==> config.mk <==
export PLATFORM = sky130hd
export DESIGN_NAME = proc_n
export DESIGN_NICKNAME = d
export VERILOG_FILES = /design/src/rtl/proc_n_pkg.sv /design/src/rtl/proc_n_regn.sv /design/src/rtl/proc_n.sv
export SDC_FILE = /design/constraint.sdc
export NUM_CORES = 1
export LEC_CHECK = 0
export BUFFER_PORTS_ARGS = -buffer_cell sky130_fd_sc_hd__buf_2
export CAP_MARGIN = 15
export CORE_ASPECT_RATIO = 0.75
export CORE_UTILIZATION = 57
export DETAILED_ROUTE_END_ITERATION = 10
export GPL_ROUTABILITY_DRIVEN = 0
export HOLD_SLACK_MARGIN = 0.08
export PLACE_DENSITY = 0.77
export SYNTH_ARGS = -nofsm -noshare
export SYNTH_HDL_FRONTEND = slang
export SYNTH_SLANG_ARGS = --single-unit
==> constraint.sdc <==
create_clock -name Clock -period 6 [get_ports Clock]
set_input_delay 0 -clock Clock [delete_from_list [all_inputs] [get_ports Clock]]
set_output_delay 0 -clock Clock [all_outputs]
set_load 0.02 [all_outputs]
==> src/rtl/proc_n_pkg.sv <==
// Shared encodings for the proc_n multi-cycle processor: opcodes, step states
// and bus-source selects.
package proc_n_pkg;

    localparam logic [2:0] OP_MV   = 3'b000;
    localparam logic [2:0] OP_MVI  = 3'b001;
    localparam logic [2:0] OP_ADD  = 3'b010;
    localparam logic [2:0] OP_SUB  = 3'b011;
    localparam logic [2:0] OP_AND  = 3'b100;
    localparam logic [2:0] OP_OR   = 3'b101;
    localparam logic [2:0] OP_XOR  = 3'b110;
    localparam logic [2:0] OP_MVNZ = 3'b111;

    typedef enum logic [1:0] {
        T0 = 2'd0,
        T1 = 2'd1,
        T2 = 2'd2,
        T3 = 2'd3
    } step_t;

    typedef enum logic [1:0] {
        SEL_NONE = 2'd0,
        SEL_DIN  = 2'd1,
        SEL_G    = 2'd2,
        SEL_REG  = 2'd3
    } bus_sel_t;

    function automatic logic is_alu_op(input logic [2:0] op);
        return (op == OP_ADD) || (op == OP_SUB) || (op == OP_AND) ||
               (op == OP_OR)  || (op == OP_XOR);
    endfunction

endpackage

==> src/rtl/proc_n_regn.sv <==
// W-bit storage register with load enable and synchronous active-low clear.
// Used for the general registers, the ALU operand A, the result G and the IR.
module regn #(
    parameter int W = 16
) (
    input  logic         clock,
    input  logic         clear_n,
    input  logic         en,
    input  logic [W-1:0] d,
    output logic [W-1:0] q
);

    always_ff @(posedge clock) begin
        if (!clear_n) begin
            q <= '0;
        end else if (en) begin
            q <= d;
        end
    end

endmodule

==> src/rtl/proc_n.sv <==
// Multi-cycle processor: NUM_REGS registers of DATA_W bits sharing one bus,
// one instruction fetched from DIN per Run, executed in 1 to 3 further steps.
//
// state | meaning
// T0    | idle / fetch: IR <= DIN when Run, bus idle
// T1    | mv/mvi/mvnz complete here; ALU ops latch Rx into A
// T2    | ALU op: G <= A op Ry
// T3    | ALU op: Rx <= G, instruction complete
module proc_n
    import proc_n_pkg::*;
#(
    parameter int DATA_W   = 16,
    parameter int NUM_REGS = 8
) (
    input  logic              Clock,
    input  logic              Resetn,
    input  logic [DATA_W-1:0] DIN,
    input  logic              Run,
    output logic              Done,
    output logic [DATA_W-1:0] BusWires
);

    localparam int REG_AW = $clog2(NUM_REGS);
    localparam int IR_W   = 3 + 2 * REG_AW;

    step_t               step_q;
    step_t               step_d;
    bus_sel_t            bus_sel;
    logic [REG_AW-1:0]   reg_sel;

    logic [IR_W-1:0]     ir_q;
    logic                ir_en;
    logic [2:0]          op;
    logic [REG_AW-1:0]   rx;
    logic [REG_AW-1:0]   ry;

    logic [DATA_W-1:0]   r_q [NUM_REGS];
    logic [NUM_REGS-1:0] r_en;
    logic                rx_wr;

    logic [DATA_W-1:0]   a_q;
    logic                a_en;
    logic [DATA_W-1:0]   g_q;
    logic                g_en;
    logic [DATA_W-1:0]   alu_y;

    assign op = ir_q[IR_W-1 -: 3];
    assign rx = ir_q[2*REG_AW-1 -: REG_AW];
    assign ry = ir_q[REG_AW-1:0];

    // ---------------- storage ----------------
    regn #(.W(IR_W)) u_ir (
        .clock   (Clock),
        .clear_n (Resetn),
        .en      (ir_en),
        .d       (DIN[IR_W-1:0]),
        .q       (ir_q)
    );

    regn #(.W(DATA_W)) u_a (
        .clock   (Clock),
        .clear_n (Resetn),
        .en      (a_en),
        .d       (BusWires),
        .q       (a_q)
    );

    regn #(.W(DATA_W)) u_g (
        .clock   (Clock),
        .clear_n (Resetn),
        .en      (g_en),
        .d       (alu_y),
        .q       (g_q)
    );

    for (genvar i = 0; i < NUM_REGS; i++) begin : g_reg
        assign r_en[i] = rx_wr && (rx == REG_AW'(i));

        regn #(.W(DATA_W)) u_r (
            .clock   (Clock),
            .clear_n (Resetn),
            .en      (r_en[i]),
            .d       (BusWires),
            .q       (r_q[i])
        );
    end

    // ---------------- control FSM ----------------
    always_ff @(posedge Clock) begin
        if (!Resetn) begin
            step_q <= T0;
        end else begin
            step_q <= step_d;
        end
    end

    always_comb begin
        step_d  = step_q;
        bus_sel = SEL_NONE;
        reg_sel = '0;
        ir_en   = 1'b0;
        a_en    = 1'b0;
        g_en    = 1'b0;
        rx_wr   = 1'b0;
        Done    = 1'b0;

        case (step_q)
            T0: begin
                if (Run) begin
                    ir_en  = 1'b1;
                    step_d = T1;
                end
            end

            T1: begin
                case (op)
                    OP_MV: begin
                        bus_sel = SEL_REG;
                        reg_sel = ry;
                        rx_wr   = 1'b1;
                        Done    = 1'b1;
                        step_d  = T0;
                    end
                    OP_MVI: begin
                        bus_sel = SEL_DIN;
                        rx_wr   = 1'b1;
                        Done    = 1'b1;
                        step_d  = T0;
                    end
                    OP_MVNZ: begin
                        // Condition is the G left behind by the most recent ALU op.
                        bus_sel = SEL_REG;
                        reg_sel = ry;
                        rx_wr   = (g_q != '0);
                        Done    = 1'b1;
                        step_d  = T0;
                    end
                    default: begin
                        bus_sel = SEL_REG;
                        reg_sel = rx;
                        a_en    = 1'b1;
                        step_d  = T2;
                    end
                endcase
            end

            T2: begin
                if (is_alu_op(op)) begin
                    bus_sel = SEL_REG;
                    reg_sel = ry;
                    g_en    = 1'b1;
                    step_d  = T3;
                end else begin
                    step_d  = T0;
                end
            end

            T3: begin
                if (is_alu_op(op)) begin
                    bus_sel = SEL_G;
                    rx_wr   = 1'b1;
                    Done    = 1'b1;
                end
                step_d = T0;
            end

            default: step_d = T0;
        endcase
    end

    // ---------------- ALU ----------------
    always_comb begin
        alu_y = '0;
        case (op)
            OP_ADD:  alu_y = a_q + BusWires;
            OP_SUB:  alu_y = a_q - BusWires;
            OP_AND:  alu_y = a_q & BusWires;
            OP_OR:   alu_y = a_q | BusWires;
            OP_XOR:  alu_y = a_q ^ BusWires;
            default: alu_y = '0;
        endcase
    end

    // ---------------- bus mux ----------------
    always_comb begin
        BusWires = '0;
        case (bus_sel)
            SEL_DIN:  BusWires = DIN;
            SEL_G:    BusWires = g_q;
            SEL_REG:  BusWires = r_q[reg_sel];
            default:  BusWires = '0;
        endcase
    end

endmodule

==> metrics.log <==
INFO  metric slew_viol_final = 0
INFO  metric synth_most_common_cell = sky130_fd_sc_hd__nand2_1
INFO  metric finalCritPeriodShare = between 90% and 100%
INFO  metric io_pins = 36
INFO  metric synth_top_family_by_area = compound AO/OA/AOI/OAI gates
INFO  metric die_width = 154.6 microns
INFO  metric synth.lib_cells_used.distinct = 72
INFO  metric worstPathRequired = 6330 ps
INFO  metric floorplan.initialDensity = 58.80%
INFO  metric synth_adder_area_share = ~7.0%
INFO  metric synth_simple_gate_area_share = between 10% and 20%
INFO  metric die_height = about 120 microns
INFO  metric synth_compound_area_share = between 20% and 30%
INFO  metric wire_length_of_the_first_global_routing_pass = 45,880 microns
INFO  metric vdd_ir_drop_max = 0.1335 mV
INFO  metric maxCapViolCount = 0
INFO  metric drive_gt1_share = 14.51%
INFO  metric synth.top_cells.by_count = sky130_fd_sc_hd__nand2_1, sky130_fd_sc_hd__dfxtp_1, sky130_fd_sc_hd__o211a_1, sky130_fd_sc_hd__clkbuf_1, sky130_fd_sc_hd__ha_1
INFO  metric detail_route.vias_per_cell = roughly 6.5
INFO  metric critical_path_peak_fanout = 12
INFO  metric synth_mux_area_share = 5.141%
INFO  metric worstPathBufferInverterCount = 2
INFO  metric synth_edf_count = 0
INFO  metric cts.sinks = approximately 170
INFO  metric synthesis.area = 9955 sq um
INFO  metric path_common_cell = sky130_fd_sc_hd__ha_1
INFO  metric holdCritPathClass = input port to flop
INFO  metric number_of_nets_still_failing_antenna_checks_after_routing = 0
INFO  metric tritoncts = yes
INFO  metric die_area = ~18,000 sq um
INFO  metric pin_count_of_the_biggest_net_entering_global_routing = 99
INFO  metric synthDominantAreaCellType = sky130_fd_sc_hd__dfxtp_1
INFO  metric timing_worst_setup_path_type = flop to flop
INFO  metric portBuffers = 35
INFO  metric remaining_global_route_overflow = 0
INFO  metric clk_path_buf_depth = 2
INFO  metric grt_setup_unrepaired = false
INFO  metric placeable_core_region = about 17,000 sq um
INFO  metric setup_viol = 0
INFO  metric wl_per_cell = 20.89 microns
INFO  metric finalNetCount = about 1,200
INFO  metric hold_viol = 0
INFO  metric post_layout_nonfiller_instances = between 1,000 and 1,500
INFO  metric cpLargestDelayFamily = compound AO/OA/AOI/OAI gates
INFO  metric crit_arrival = 6060 ps
INFO  metric synthesis.yosys.warnings = 0
INFO  metric placedCellCount = 1,346
INFO  metric max_clock_freq = 0.1745 GHz
INFO  metric clkSlewWorstSetupHoldPaths = 70 ps
INFO  metric cp-start-kind = flop
INFO  metric mappedNetlistNets = 1,213
INFO  metric synth_ff_type = sky130_fd_sc_hd__dfxtp_1
INFO  metric run_status = completed
INFO  metric synthesis.instances = 1,139
INFO  metric drt_first_iter_violations = 1,188
INFO  metric grt_antenna_before_repair = 1
INFO  metric numCtsBuffers = 17
INFO  metric post-synth-top-area-fraction = 34.39%
INFO  metric synth-seq-cells = 171
INFO  metric ys_seq_area_share = between 30% and 40%
INFO  metric critical_path.slowest_cell = sky130_fd_sc_hd__a221o_2
INFO  metric synthesis.area_per_instance = 8.740 sq um
INFO  metric core.rowCount = 41
INFO  metric ff2ff_setup_slack = 270 ps
INFO  metric synthXorXnorAreaFrac = 2.288%
INFO  metric grt.total_usage = 33.24%
INFO  metric timing.clock.skew = 8.770 ps
INFO  metric setup.worst_path.end_class = flop
INFO  metric hpwlAfterDp = 19,480 microns
INFO  metric vias_in_the_first_global_route = 8,352
INFO  metric cp_slowest_stage_delay = 510 ps
INFO  metric critical_path.cell_chain = inv_1 -> ha_1 -> a221o_2 -> a31oi_4 -> mux2_2 -> o21ai_0 -> a221oi_2 -> buf_4 -> and3b_1 -> nor2_1 -> xnor2_1 -> ha_1 -> o21a_1 -> o31a_1 -> o211ai_1 -> a21oi_1 -> o31ai_2 -> o21ai_1 -> a31o_2 -> nand2_1 -> nor4_1 -> a2111o_1 -> o221a_1
INFO  metric final.min_clock_period = 5731 ps
INFO  metric cts_root_buf = sky130_fd_sc_hd__clkbuf_16
INFO  metric worst_slew_pin_slew = 985.6 ps
INFO  metric antenna-diode-count = 0
INFO  metric drt_pre_antenna_iters = 8
INFO  metric drc_errors = 0
INFO  metric clk-insertion-delay-late = 440 ps
INFO  metric route.vias.total = 9,119
INFO  metric timing.setup.tns = 0 ps
INFO  metric drt_total_wl = around 29,000 microns
INFO  metric ctsHtreeMaxLevel = 4
INFO  metric power.leakage = 6.240 nW
INFO  metric slew-limit-headroom = 34.29%
INFO  metric synth_top_cells_by_area = sky130_fd_sc_hd__dfxtp_1, sky130_fd_sc_hd__o211a_1, sky130_fd_sc_hd__nand2_1
INFO  metric async_reset_ff_share = 0%
INFO  metric area_delta_synth_final = 14.99%
INFO  metric powerDensity = between 200 and 300 nW/um^2
## cell usage in the layout (no fill, tap or decap), drive strengths merged, types with 9 or more instances in the layout
master,instances
nand2,210
a21boi,9
ha,54
o22ai,15
nor2,46
o21ai,13
dlygate4sd3,18
a22oi,33
nand3,20
a21oi,37
a31oi,15
a221oi,14
nor2b,13
xnor2,20
mux2i,50
o211a,146
nor3,14
inv,45
buf,99
clkbuf,22
dfxtp,171
## flip-flops by register name (all words and copies together) (netlist names)
signal	flops
step_q	2
g.u_r.q	128
u_ir.q	9
u_a.q	16
u_g.q	16
## metrics by stage
step | setup slack, ps | hold WS (ps) | power, mW | instance area, sq um | util (%)
after floorplan | 154.8 | 156.1 | 1.676 | 9956 | -
after global placement | 267.3 | 299.5 | 1.821 | 10530 | 62.21
after detailed placement | 20.08 | 312.9 | 1.835 | 10530 | 62.21
after CTS | 53.54 | 149.0 | 3.064 | 11370 | 67.17
after global routing | 2.200 | 176.7 | 3.186 | 11450 | 67.62
final | 269.3 | 167.3 | 3.072 | 11450 | 67.62
## report_power, final
group / leakage [nW] / internal [mW] / switching (mW) / total, mW
logic: 4.54 / 0.259 / 0.382 / 0.641
registers: 1.38 / 1.18 / 0.0319 / 1.21
clock network: 0.320 / 0.738 / 0.485 / 1.22
## logic make-up (layout without fill, tap and decap cells)
| logic type | after synthesis | count (layout) |
|---|---|---|
| AND/OR/NAND/NOR | 344 | 344 |
| adder cells (fa/ha/maj) | 55 | 55 |
| multiplexers | 51 | 51 |
| buffers and inverters | 146 | 192 |
| XOR/XNOR | 26 | 26 |
| AO/OA/AOI/OAI | 346 | 346 |
| flip-flops | 171 | 171 |
## worst paths after layout
path                       from                 end  cells past startpoint
max reg2reg           step_q[0]           u_g.q[15]                     23
min reg2reg  g_reg[1].u_r.q[10]  g_reg[1].u_r.q[10]                      1
min                      Resetn           u_a.q[11]                      2
max                   step_q[0]           u_g.q[15]                     23
## routing by layer
metal | vias up | wire [microns] | GRT usage (%)
met3 | 68 | 3012 | 6.976
li1 | 4225 | - | -
met2 | 487 | 12270 | 50.11
met4 | 0 | 738 | 10.89
met1 | 4339 | 13220 | 47.42
met5 | - | 0 | 0
## what timing repair did
action / CTS / global route
buffers inserted: 0 / 3
hold buffers: 18 / 0
hold endpoints to repair: 9 / 0
pin swaps: 0 / 2
endpoints found under the setup margin: 1 / 3
resized for setup: 1 / 11
cloned: 0 / 1
## worst reg2reg max path: cells and delay by family (launching register included)
kind / cells / cell delay (ps)
xor+xnor: 1 / 130
mux: 1 / 390
buf+inv: 2 / 350
compound gates: 13 / 3250
fa+ha+maj: 2 / 570
simple gates: 4 / 560
flops: 1 / 380
## layout make-up
class | count | area, sq um
Inverter | 42 | 157.7
Fill cell | 1342 | 5482
Multi-Input combinational cell | 822 | 6046
Sequential cell | 171 | 3423
Clock inverter | 11 | 180.2
Tap cell | 215 | 269.0
Timing Repair Buffer | 118 | 900.9
Clock buffer | 21 | 470.5
No activity file was read; power rests on OpenSTA's default activity.
